===== src/rtl/onehot_seq_fsm.sv =====
// onehot_seq_fsm: parametrised one-hot sequencer with per-state skip mask,
// up/down direction, programmable dwell, one-shot mode and wrap/done status.
// Drives downstream phase enables in the same clock domain.

module onehot_seq_fsm #(
    parameter int NUM_STATES = 4,
    parameter int DWELL_W    = 4,
    parameter int IDX_W      = $clog2(NUM_STATES)
) (
    input  logic                  clk_i,
    input  logic                  rst_i,
    input  logic                  run_i,
    input  logic                  dir_i,
    input  logic                  oneshot_i,
    input  logic [NUM_STATES-1:0] skip_mask_i,
    input  logic [DWELL_W-1:0]    dwell_i,
    output logic [NUM_STATES-1:0] vector_o,
    output logic [IDX_W-1:0]      state_idx_o,
    output logic                  wrap_o,
    output logic                  done_o
);

    // Registered state and its next-state values
    logic [IDX_W-1:0]      idx_q, idx_d;
    logic [DWELL_W-1:0]    cnt_q, cnt_d;
    logic                  wrap_q, wrap_d;
    logic                  done_q, done_d;

    // Search helpers for the advance target
    logic [NUM_STATES-1:0] effMask;
    logic [IDX_W-1:0]      candIdx;
    logic [IDX_W-1:0]      targetIdx;
    logic                  targetFound;
    logic                  idxLegal;

    // State 0 can never be skipped, so its mask bit is forced low
    assign effMask  = {skip_mask_i[NUM_STATES-1:1], 1'b0};

    // Indices at or above NUM_STATES only exist when NUM_STATES is not a power of two
    assign idxLegal = (int'(idx_q) < NUM_STATES);

    // State register: index, dwell counter and the two registered status flags
    always_ff @(posedge clk_i or posedge rst_i) begin
        if (rst_i) begin
            idx_q  <= '0;
            cnt_q  <= '0;
            wrap_q <= 1'b0;
            done_q <= 1'b0;
        end else begin
            idx_q  <= idx_d;
            cnt_q  <= cnt_d;
            wrap_q <= wrap_d;
            done_q <= done_d;
        end
    end

    // Next-state logic: dwell counting, nearest unmasked successor search, wrap and one-shot
    always_comb begin
        idx_d       = idx_q;
        cnt_d       = cnt_q;
        wrap_d      = 1'b0;
        done_d      = done_q;
        candIdx     = '0;
        targetIdx   = idx_q;
        targetFound = 1'b0;

        // Walk outward from the current index and keep the first unmasked candidate
        for (int k = 1; k < NUM_STATES; k++) begin
            if (dir_i) begin
                candIdx = IDX_W'((int'(idx_q) + NUM_STATES - k) % NUM_STATES);
            end else begin
                candIdx = IDX_W'((int'(idx_q) + k) % NUM_STATES);
            end
            if (!targetFound && !effMask[candIdx]) begin
                targetFound = 1'b1;
                targetIdx   = candIdx;
            end
        end

        if (!idxLegal) begin
            idx_d  = '0;
            cnt_d  = '0;
            done_d = 1'b0;
        end else if (!run_i) begin
            done_d = 1'b0;
        end else if (done_q) begin
            done_d = 1'b1;
        end else if (cnt_q >= dwell_i) begin
            cnt_d = '0;
            if (targetFound) begin
                idx_d  = targetIdx;
                wrap_d = dir_i ? (targetIdx > idx_q) : (targetIdx < idx_q);
                done_d = oneshot_i && wrap_d;
            end
        end else begin
            cnt_d = cnt_q + {{(DWELL_W-1){1'b0}}, 1'b1};
        end
    end

    // Output decode: one-hot vector from the index, status flags straight from registers
    always_comb begin
        vector_o = '0;
        if (idxLegal) begin
            vector_o[idx_q] = 1'b1;
        end
        state_idx_o = idx_q;
        wrap_o      = wrap_q;
        done_o      = done_q;
    end

endmodule


===== config.mk =====
export PLATFORM = sky130hd
export DESIGN_NAME = onehot_seq_fsm
export DESIGN_NICKNAME = d
export VERILOG_FILES = /design/src/rtl/onehot_seq_fsm.sv
export SDC_FILE = /design/constraint.sdc
export NUM_CORES = 1
export LEC_CHECK = 0
export CORE_MARGIN = 2
export CORE_UTILIZATION = 43
export DETAILED_ROUTE_END_ITERATION = 8
export GPL_ROUTABILITY_DRIVEN = 0
export HOLD_SLACK_MARGIN = 0.03
export PLACE_DENSITY_LB_ADDON = 0.25
export SLEW_MARGIN = 20
export SYNTH_ARGS = -nofsm -noshare
export SYNTH_HDL_FRONTEND = slang
export SYNTH_SLANG_ARGS = --single-unit

===== constraint.sdc =====
create_clock -name clk_i -period 3 [get_ports clk_i]
set_clock_uncertainty 0.2 [all_clocks]
set_input_delay 0.9 -clock clk_i [delete_from_list [all_inputs] [get_ports clk_i]]
set_output_delay 0.9 -clock clk_i [all_outputs]
set_load 0.02 [all_outputs]

# [Word-level counts from Yosys, hierarchy flattened]
# Index checks and enable logic that the tools add are counted.
[totals] register_bits=8 output_inout_bits=8 wordCells=57
[classes] addsub=8 order_cmp=8 n_mux=27 reduce_logical=9 bitwise=1
[op_table] cell="1-bit 2-to-1 mux" count=16
[op_table] cell="2-bit by 3-bit < comparator with 1-bit output (second input constant)" count=4
[op_table] cell="2-bit 2-to-1 mux" count=6
[op_table] cell="1-bit binary-select mux with 2-bit select" count=3
[op_table] cell="2-bit subtractor (second input constant)" count=3
[op_table] cell="2-bit by 1-bit adder with 2-bit output (second input constant)" count=2
[op_table] cell="2-bit adder (second input constant)" count=2
[op_table] cell="4-bit by 1-bit adder with 4-bit output (second input constant)" count=1
[op_table] cell="4-bit greater-or-equal comparator" count=1
[op_table] cell="1-bit logical AND" count=4
[op_table] cell="4-bit 2-to-1 mux" count=1
[op_table] cell="4-bit AND reduction" count=1
[op_table] cell="1-bit logical NOT" count=3
[op_table] cell="1-bit demux with 2-bit select" count=1
[op_table] cell="2-bit by 1-bit greater-or-equal comparator with 1-bit output (second input constant)" count=1
[op_table] cell="2-bit > comparator" count=1
[op_table] cell="2-bit < comparator" count=1
[op_table] cell="2-bit AND reduction" count=1
[op_table] cell="1-bit inverter" count=1

# [Logic depth before layout (Yosys ltp)]
# Gate-level depths: netlist (run 1).
[depth] depth_word=18 depth_mapped=14 ltp_nobuf=13

# [Least setup slack after synthesis (run 1)]
# Ideal clock, no wire load.
[synth_timing] path_type="input to register" startpoint="input dir_i" endpoint="register done_q, in the netlist done_o" slack_ns=-0.277 n_path_buf=0 required_time_ns=2.674 setup_ns=0.126 t_arrival_ns=2.951 stages=13 path_cell_list="inv_1 ha_1 mux2_2 a21oi_1 o21a_1 nor2_1 xnor2_1 ha_1 nand2_1 nand2_1 o21ai_0 a22oi_1 o31ai_2"
[synth_between] elab_chain_len=16 elab_cells_between_ends=28 cone_classes="2 x order compare; 20 x mux; 6 x reduce/logical"
[synth_rtl] element="from (decl)" line_no="13" source="input logic dir_i,"
[synth_rtl] element="2-bit 2-to-1 mux" line_no="69" source="if (dir_i) begin"
[synth_rtl] element="1-bit binary-select mux with 2-bit select" line_no="74" source="if (!targetFound && !effMask[candIdx]) begin"
[synth_rtl] element="1-bit 2-to-1 mux (not written as such)" line_no="74"
[synth_rtl] element="1-bit logical NOT" line_no="74"
[synth_rtl] element="1-bit logical AND" line_no="74"
[synth_rtl] element="1-bit 2-to-1 mux" line_no="74"
[synth_rtl] element="1-bit logical NOT" line_no="74"
[synth_rtl] element="1-bit logical AND" line_no="74"
[synth_rtl] element="2-bit 2-to-1 mux" line_no="74"
[synth_rtl] element="2-bit < comparator / 2-bit > comparator (equally long branches)" line_no="92" source="wrap_d = dir_i ? (targetIdx > idx_q) : (targetIdx < idx_q);"
[synth_rtl] element="1-bit 2-to-1 mux" line_no="92"
[synth_rtl] element="1-bit logical AND" line_no="93" source="done_d = oneshot_i && wrap_d;"
[synth_rtl] element="1-bit 2-to-1 mux (*)" line_no="90" source="if (targetFound) begin"
[synth_rtl] element="1-bit 2-to-1 mux (*)" line_no="88" source="end else if (cnt_q >= dwell_i) begin"
[synth_rtl] element="1-bit 2-to-1 mux (*)" line_no="86" source="end else if (done_q) begin"
[synth_rtl] element="1-bit 2-to-1 mux (*)" line_no="84" source="end else if (!run_i) begin"
[synth_rtl] element="via done_d" line_no="27" source="logic done_q, done_d;"
[synth_rtl] element="to (signal assigned)" line_no="53" source="done_q <= done_d;"
[synth_rtl] element="to (decl)" line_no="27"
# The timed path passes the listed nets; every way through them passes the cells marked *. The select of a mux whose other input is x is not followed.
# A chain may end at the register's enable or synchronous reset.

# [Worst setup path in the final report (run 1)]
# Same ends and word-level chain as after synthesis.

==> reports/metrics.csv, run 1 <==
metric,value,unit
die_h,47.4,um
violations,negative setup slack,
seq_area_frac_synth,24.7,%
drc,0,
yosys_warnings,0,
hold_class,reg2reg,
layout_commonest_cell,buf_4,
grt_pass1_wl,3.34,mm
reg2reg_from,state_idx_o[1],
crit_path_max_incr_delay,310,ps
met3_usage,3.85,%
drv_cap,0,
antenna_found_initial,0,
yosys.area_share.simple,20.1,%
clock_sinks,8,
dp_hpwl,1.56,mm
cts_root_buf,clkbuf_4,
ant_nets,0,
min_path_cells,2,
first_global_vias,791,
ys_types,34,
cpMostUsedCell,nand2_1,
viasPerCell,5.14,
finalSetupTns,-17.1,ps
p_total,1.57,mW
drive_gt1_share,36.0,%
port_buffers,19,
path_cells,buf_8 > inv_8 > ha_4 > mux2_4 > a21oi_4 > o21a_1 > nor2_2 > xnor2_2 > ha_1 > nand2_1 > nand2_1 > o21ai_2 > a22oi_2 > o31ai_2,
drtPass1Iterations,4,
cp.buffers_inverters,2,
grtUsageMet1,20.3,%
fin_crit_sh,101,%
synth_top_family_by_area,compound AO/OA/AOI/OAI gates,
clockBufferDepth,2,
dieArea,2250,um2
path_clk_slew,60,ps
status,"complete, but fails checks",
grt.overflow.total,0,
wire_per_inst,13.2,um
regToRegSetupSlack,60,ps
crit_start,dir_i,
area_delta_synth_final,63.2,%
fin_ws,-17.1,ps
fillerInstances,133,
wl,2.17,mm
final_cell_mix,"buf_4, clkdlybuf4s50_1, ha_1",
io-pin-count,21,
fin_nets,166,
core_area,1750,um2
reg2reg_depth,12,
power.leakage,0.620,nW
rsz0062_at_grt,true,
num_rows,15,
period_needed,3020,ps
max-vdd-ir-drop,765,uV
worstSetupStartpointType,input port,
hold_violations,0,
syn_inst,97,
avgSynthCellArea,8.35,um2
path_delay_family,compound AO/OA/AOI/OAI gates,
vias,843,
syn_nets,123,
num_antenna_cells,0,
p_seq_share,12.7,%
end_kind,register,
p_comb_share,81.5,%
clkPwrFrac,5.7,%
htreeDepth,1,
grt-busiest-layer,met2,
r2r-end,done_o,
grt.total_usage,21.0,%
fmax,331,MHz
worst_slew_pin_slew,322,ps
required,2930,ps
start_util,46.4,%
synth_edf_count,0,
drt_iter0_drc,7,
synth-adder-area-share,20.1,%
cts_tree,yes,
multi_input_area,668,um2
crit_slowest_cell,mux2_4,
worst-endpoint-arrival,2950,ps
synthesis.area,810,um2
yosys.area_share.xor_xnor,5.26,%
cp_max_fo,3,
clk_latency,250,ps
register_area,201,um2
slew_viol_final,0,
crit_end,done_o,
async_flop_share,100,%
synth_compound_area_share,21.9,%
cts_buffers,3,
power_switching,700,uW
setup_viol,1,
synthFlopType,dfrtp_1,
muxShareOfSynthArea,2.63,%
slew_headroom,78.5,%
p_sw_share,44.6,%
p_int,870,uW
die_w,47.4,um
grt_start_max_net_pins,16,
grt.met2_usage,44.1,%
ys_ff_latch,8,
crit_cells,14,
crit_type,in2reg,
p_per_area,1190,nW/um2
per-layer routing:
layer | part of all wire [%] | up-vias
met1 | 36 | 396
li1 | - | 426
met4 | 0.78 | 0
met2 | 60 | 17
met5 | 0 | -
met3 | 2.4 | 4
synthesized netlist by cell type (2+ instances only):
library cell,instances,area [um2]
xnor2_1,2,17.5
o21ai_0,8,40.0
a21oi_1,5,25.0
dfrtp_1,8,200
and3_1,2,12.5
ha_1,13,163
o21a_1,2,15.0
nand2b_1,4,25.0
nand2_1,10,37.5
nor2_1,6,22.5
nor3_1,3,15.0
nand3_1,2,10.0
inv_1,10,37.5
a22oi_1,2,15.0
worst min-delay path: stages (launching register included):
cell     delay, ps
dfrtp_1        370
nand2_1         80
o31ai_2         60
what timing repair did:
action | 4_1_cts | 5_1_grt
endpoints found under the setup margin | 2 | 2
gates cloned | 0 | 0
pin swaps | 8 | 10
resized for setup | 20 | 6
hold buffers | 0 | 0
buffers inserted | 3 | 1
cell type report:
type	instances	area share, %
Multi-Input combinational cell	78	50.6
Timing Repair Buffer	39	26.4
Sequential cell	8	15.2
Inverter	10	3.41
Tap cell	25	2.37
Clock buffer	4	1.99
worst min path at each step:
| stage | endpoint | start | slack, ps |
|---|---|---|---|
| after global routing | done_o | done_o | 380 |
| after global placement | done_o | done_o | 310 |
| after CTS | done_o | done_o | 340 |
| after floorplan | cnt_q[3] | cnt_q[3] | 300 |
| final | done_o | done_o | 350 |
| after detailed placement | done_o | done_o | 320 |
flip-flops by register name, summed over array words and instances, names as in the netlist:
register     cells
done_o           1
state_idx_o      2
cnt_q            4
wrap_o           1
cells by family after synthesis:
logic type | count (synthesis)
simple gates | 33
compound gates | 26
fa+ha+maj | 13
buf+inv | 11
flops | 8
xor+xnor | 4
mux | 2
metrics by stage:
stage	instances	hold slack [ps]	instance area, um2	utilization [%]	setup slack [ps]
3_3_place_gp	156	314	1180	67.7	-794
3_5_place_dp	156	324	1180	67.7	-860
4_1_cts	163	337	1280	73.5	10.8
2_1_floorplan	97	297	848	-	-11.4
6_report	164	352	1320	75.7	-17.1
5_1_grt	164	384	1320	75.7	-78.3
power groups by stage:
stage,registers (mW),logic [mW],clock network (mW)
3_3_place_gp,0.199,0.964,0
2_1_floorplan,0.229,0.610,0
3_5_place_dp,0.199,1.01,0
4_1_cts,0.197,1.17,0.0896
6_report,0.200,1.28,0.0901
5_1_grt,0.207,1.39,0.0968
Note: power is estimated with default switching activity, not from simulation.
==> run 2, diff against run 1 <==
- ABC_AREA: default -> 0
- CELL_PAD_IN_SITES_DETAIL_PLACEMENT: default -> 1
- CELL_PAD_IN_SITES_GLOBAL_PLACEMENT: default -> 2
- CORE_UTILIZATION: 43 -> 25
==> reports/metrics.csv, run 2 (synthesis results as in run 1) <==
metric,value,unit
status,"complete, no violations",
fin_nets,171,
path_delay_family,compound AO/OA/AOI/OAI gates,
cts_root_buf,clkbuf_4,
port_buffers,19,
cts_tree,yes,
fmax,337,MHz
core_area,3080,um2
largest_register_ffs,4,
crit_path_max_incr_delay,320,ps
drt_iter0_drc,13,
drv_cap,0,
wire_per_inst,12.5,um
cts_buffers,3,
worst_slew_pin_slew,310,ps
end_kind,register,
ant_nets,0,
drive_gt1_share,36.1,%
grt.overflow.total,0,
final_cell_mix,"buf_4, clkdlybuf4s50_1, ha_1",
num_rows,20,
dp.cells,175,
slew_viol_final,0,
setup_viol,0,
wl,2.36,mm
path_clk_slew,50,ps
required,2940,ps
clk_latency,260,ps
hold_buffers,0,
die_h,60.9,um
whs,350,ps
cp.buffers_inverters,2,
p_per_area,1170,nW/um2
htreeDepth,1,
fillerInstances,380,
fin_crit_sh,99.1,%
finalSetupTns,0,ps
dp_hpwl,1.80,mm
clockBufferDepth,2,
io-pin-count,21,
dieArea,3710,um2
worst-endpoint-arrival,2910,ps
antenna_found_initial,0,
pre_cts_ws,-942,ps
period_needed,2970,ps
fin_ws,28.2,ps
vias,855,
cpMostUsedCell,nand2_1,
slew_headroom,79.4,%
rsz0062_at_grt,true,
grt_start_max_net_pins,16,
crit_type,in2reg,
start_util,26.3,%
hold_class,reg2reg,
path_cells,buf_12 > inv_8 > ha_4 > mux2_4 > a21oi_4 > o21a_1 > nor2_2 > xnor2_1 > ha_1 > nand2_1 > nand2_1 > o21ai_2 > a22oi_2 > o31ai_2,
power.leakage,0.641,nW
clock_sinks,8,
area_delta_synth_final,68.8,%
finalNonFillerCells,188,
viasPerCell,4.55,
grt_pass1_wl,4.11,mm
layout_commonest_cell,buf_4,
die_w,60.9,um
max-vdd-ir-drop,374,uV
hold_violations,0,
worstSetupStartpointType,input port,
num_antenna_cells,0,
drc,0,
grt.total_usage,15.2,%
first_global_vias,927,
drtPass1Iterations,2,
top_register,cnt_q,
crit_slowest_cell,ha_1,
cp_max_fo,4,
## run 2: cell count changes in the layout (fill, tap and decap cells not counted), sizes merged
cell	delta
buf	+5
## run 2: metrics by stage
stage | power [mW] | cell area [um2] | util (%)
4_1_cts | 1.55 | 1350 | 43.7
3_3_place_gp | 1.17 | 1210 | 39.2
3_5_place_dp | 1.22 | 1210 | 39.2
5_1_grt | 1.75 | 1370 | 44.4
6_report | 1.59 | 1370 | 44.4
2_1_floorplan | 0.839 | 848 | -
## run 2: worst reg2reg max path: cells and delay by family, from the launching register on
family	cells	cell delay (ps)
AND/OR/NAND/NOR	1	90
multiplexers	1	270
flip-flops	1	380
adder cells (fa/ha/maj)	2	610
AO/OA/AOI/OAI	5	710
buffers and inverters	2	280
XOR/XNOR	1	200
## run 2: path summary, 6_finish.rpt
kind	slack (ps)	endpoint	start	cells past startpoint
worst max-delay path	30	done_o	dir_i	14
max in group asynchronous	1670	state_idx_o[0]	rst_i	2
min in group asynchronous	690	wrap_o	rst_i	2
worst min-delay path	350	done_o	done_o	2
worst max register to register	130	done_o	state_idx_o[1]	12
worst min register to register	350	done_o	done_o	2
## run 2: timing repair
action,CTS,global route
endpoints found under the setup margin,2,2
setup buffers,9,0
pin swaps,9,8
resized for setup,19,6
## run 2: cell type report
class	instances	area (um2)	share of cell area, %
Multi-Input combinational cell	78	647	47.3
Timing Repair Buffer	44	392	28.7
Sequential cell	8	201	14.7
Tap cell	44	55.1	4.03
Inverter	10	45.0	3.30
Clock buffer	4	26.3	1.92
## run 2: report_power, final
part / switching [mW] / internal (mW) / leakage, nW
combinational: 0.614 / 0.691 / 0.527
clock: 0.0397 / 0.0511 / 0.0150
sequential: 0.0404 / 0.158 / 0.0994
total: 0.694 / 0.900 / 0.641
## run 2: metal layers
metal	track usage, %	wire length, um
met3	2.77	79
met2	28.6	1220
met1	16.4	1020
met5	0	0
met4	6.83	39
==> variant 1, RTL diff (flow settings as in run 1) <==
Make the reset (`rst_i`) synchronous in one clocked block.
--- a/src/rtl/onehot_seq_fsm.sv
+++ b/src/rtl/onehot_seq_fsm.sv
@@ -42,3 +42,3 @@
     // State register: index, dwell counter and the two registered status flags
-    always_ff @(posedge clk_i or posedge rst_i) begin
+    always_ff @(posedge clk_i) begin
         if (rst_i) begin
Behaviour: differs if rst_i is asserted again (counterexample within 4 cycles, from zero or initial values and one cycle with rst_i high); with rst_i held inactive, the same outputs for 4 cycles.
==> variant 1 against run 1 <==
  * The flow still finishes with violations (setup timing)
  * Worst setup slack worse by 0.048 ns
  * Die area is 2.6% lower
  * Register-to-register slack better by 0.06 ns
  * Final area is 4.0% lower
  * Sequential cell count stayed put
  * Critical path type unchanged
  * Routed wire length is 5.1% lower
  * Synthesized cell count is 4.1% lower
  * Synthesized area is 2.8% lower
Power is left out: it rests on default switching activity, and per cell area and clock period it moved more than threefold.
==> variant 1: results (changes against run 1) <==
highest routed layer: met4
I/O Buffers: 19 (unchanged)
Pre-antenna DRT Iters: 4 (unchanged)
routed length on met2: 1.14 mm (-13%)
diode count: 0 (unchanged)
HP Start: cnt_q[1]
Final setup viols: 1 (unchanged)
ranking of synthesized cells by area: ha_1 21%, dfxtp_1 20%, mux2i_1 5.1%, inv_1 4.8%, xor2_1 3.3%
FFs w/ async S/R, synth: 0 (-1.00)
dpl cell area: 1130 µm² (-4.2%)
Detailed Place HPWL: 1.51 mm (-3.4%)
met3 WL: 55 µm (+3.8%)
pin count of the biggest net entering global routing: 12 (-4)
R2R Setup Slk: 0.12 ns (+0.06 ns)
Vias: 840 (-0.36%)
post-CTS setup repair buffer count: 1 (-2)
final worst-path setup slack: -0.0652 ns (-0.0481 ns)
Hold WC Path Type: reg -> reg
met2 usage: 0.427 (-0.0131)
register area share after synthesis: 0.203 (-0.0438)
Synth cell types: 37 (+8.8%)
Placement Setup Slack: -0.921 ns (-0.0612 ns)
slew margin rel.: 0.523 (-0.262)
syn nets: 119 (-3.3%)
Worst path top cell family by delay: simple AND/OR/NAND/NOR gates
wire length per cell: 13.3 µm (+0.40%)
Fill cells: 128 (-3.8%)
final net count: 158 (-4.8%)
global-route met1 utilization: 0.207 (+0.00423)
Post-synth top flop: dfxtp_1
Slowest Stage Delay on Critical Path: 0.28 ns (-0.03 ns)
vias in the first global route: 819 (+3.5%)
FF+latch count, synth: 8 (unchanged)
violated checks: setup timing
initial detailed-routing violation count: 11 (+4)
max reg flops: 4 (unchanged)
post_cts resized: 19 (-5.0%)
status: complete, but fails checks
met3 Use GR: 0.0462 (+0.00769)
critical path's slowest cell: ha_4
reg2reg start: state_idx_o[0]
share of cells above drive strength 1: 0.285 (-0.0751)
Hold Path End: cnt_q[1]
CP Max Fanout: 4 (+1)
CP Data Arrival Time: 3.02 ns (+0.07 ns)
Metal-1 WL: 810 µm (+2.7%)
GRT Resource Usage Total: 0.216 (+0.00619)
Critical R2R Capture: done_o
Synth top cells by count: 13 x ha_1, 10 x inv_1, 8 x dfxtp_1
first-pass GRT wire length: 3.32 mm (-0.63%)
## variant 1: cell count changes in the layout (fill, tap and decap cells not counted), moves of 3 or more
cell and change:
dfxtp_1 +8, dfrtp_1 -7, nand2_1 -7, buf_4 -4, mux2i_1 +4, o21ai_0 -3
## variant 1: final cells by class
cell class                 count  area (µm²)  share of cell area
inverter                      10        45.0              0.0355
timing repair buffer          35         315               0.249
multi-input combinational     74         694               0.547
tap                           25        31.3              0.0247
sequential                     8         160               0.126
clock buffer                   3        22.5              0.0178
## variant 1: cells by family (layout without fill, tap and decap cells)
kind of cell | count (synthesis) | in the layout | share of synthesized area
adder cells (fa/ha/maj) | 13 | 13 | 0.207
buffers and inverters | 11 | 48 | 0.0620
AND/OR/NAND/NOR | 27 | 27 | 0.192
XOR/XNOR | 5 | 5 | 0.0557
multiplexers | 4 | 4 | 0.0509
flip-flops | 8 | 8 | 0.203
AO/OA/AOI/OAI | 25 | 25 | 0.229
## variant 1: worst max-delay path by stage
stage	from	endpoint	slack [ns]	depth (start not counted)
final	dir_i	done_o	-0.07	12
after global routing	dir_i	done_o	-0.12	12
after CTS	dir_i	done_o	-0.04	13
after detailed placement	dir_i	done_o	-0.92	11
after global placement	dir_i	done_o	-0.85	11
after floorplan	dir_i	done_o	-0.15	12
## variant 1: per-stage QoR
| stage | util | cells | hold slack, ns | TNS [ns] |
|---|---|---|---|---|
| after floorplan | - | 93 | 0.326 | -0.150 |
| after global placement | 0.656 | 151 | 0.356 | -2.17 |
| after detailed placement | 0.656 | 151 | 0.356 | -2.30 |
| after CTS | 0.698 | 155 | 0.375 | -0.0394 |
| after global routing | 0.735 | 155 | 0.424 | -0.161 |
| final | 0.735 | 155 | 0.383 | -0.0652 |
==> variant 2, RTL diff (config.mk and constraints of run 1) <==
Made on the original files. The parameter `NUM_STATES` goes from 4 to 8.
--- a/src/rtl/onehot_seq_fsm.sv
+++ b/src/rtl/onehot_seq_fsm.sv
@@ -5,3 +5,3 @@
 module onehot_seq_fsm #(
-    parameter int NUM_STATES = 4,
+    parameter int NUM_STATES = 8,
     parameter int DWELL_W    = 4,
Interface: changed (resized skip_mask_i, state_idx_o and vector_o); port bits go from 21 to 30. No check against the original RTL was run, so the function may have changed too.
==> variant 2 against run 1 <==
  * The flow still finishes with violations (setup timing)
  * Worst setup slack lost 1.2 ns
  * Sequential share of layout area shrank 7.5 points
  * Routed wire length grew to 3.0 times the old value
  * Final area grew 120%
  * Synthesized area grew 100%
  * Sequential cell count grew 1
  * Global-route usage grew 7.8 points
Power is left out: the tool's default activity adds up to more than one toggle a clock period on the data nets, which glitch-free logic cannot reach.
==> variant 2: results (changes against run 1) <==
Detailed Place HPWL: 3.93 mm (+150%)
reg2reg start: state_idx_o[0]
first-pass GRT wire length: 9.64 mm (+190%)
hold depth: 1 (-1)
ranking of synthesized cells by area: dfrtp_1 14%, ha_1 14%, mux2i_1 6.1%, mux2_2 3.4%, nand2_1 3.4%
HP Start: cnt_q[3]
status: complete, but fails checks
met3 Use GR: 0.0204 (-0.0180)
Total Wirelength: 6.60 mm (+200%)
Placement Setup Slack: -1.99 ns (-1.13 ns)
post_cts resized: 37 (+85%)
Final setup viols: 5 (+4)
Fill cells: 204 (+53%)
Layout Area Growth over Synthesis: 77.0%
CP Max Fanout: 4 (+1)
Synth Area in XOR/XNOR: 0.0615 (+0.00895)
final worst-path setup slack: -1.20 ns (-1.18 ns)
clock slew at reported path FFs: 0.04 ns (-0.02 ns)
I/O Buffers: 28 (+9)
routed length on met2: 3.09 mm (+140%)
met2 usage: 0.506 (+0.0658)
register area share after synthesis: 0.137 (-0.111)
reg2reg path depth: 16 (+4)
met3 WL: 398 µm (+650%)
portion of netlist area occupied by mux cells: 0.131 (+0.104)
CP Data Arrival Time: 4.12 ns (+1.17 ns)
violated checks: setup timing
Hold Path End: cnt_q[3]
share of cells above drive strength 1: 0.485 (+0.125)
Slowest Stage Delay on Critical Path: 0.51 ns (+0.20 ns)
hold slack: 0.321 ns (-0.0311 ns)
Vias: 2038 (+140%)
Synth top cells by count: 18 x ha_1, 15 x nand2_1, 11 x inv_1, 10 x a21oi_1, 10 x mux2i_1
==> variant 2: worst max path at each step <==
stage	from	cells after the start	end	slack, ns
CTS	dir_i	16	done_o	-1.02
finish	skip_mask_i[3]	17	done_o	-1.20
floorplan	state_idx_o[0]	16	done_o	-0.94
global placement	dir_i	15	done_o	-1.92
global route	skip_mask_i[3]	17	done_o	-1.32
detailed placement	dir_i	15	done_o	-1.99
==> variant 2: final cells by class <==
| class | instances | share of cell area |
|---|---|---|
| clock buffer | 4 | 0.0154 |
| multi-input combinational | 166 | 0.569 |
| timing repair buffer | 101 | 0.299 |
| tap | 48 | 0.0206 |
| inverter | 11 | 0.0180 |
| sequential | 9 | 0.0776 |
==> variant 2: per-stage QoR <==
stage	std cells	setup TNS, ns
after global placement	319	-7.28
final	339	-3.41
after detailed placement	319	-7.59
after floorplan	190	-2.37
after CTS	339	-2.83
after global routing	339	-3.88
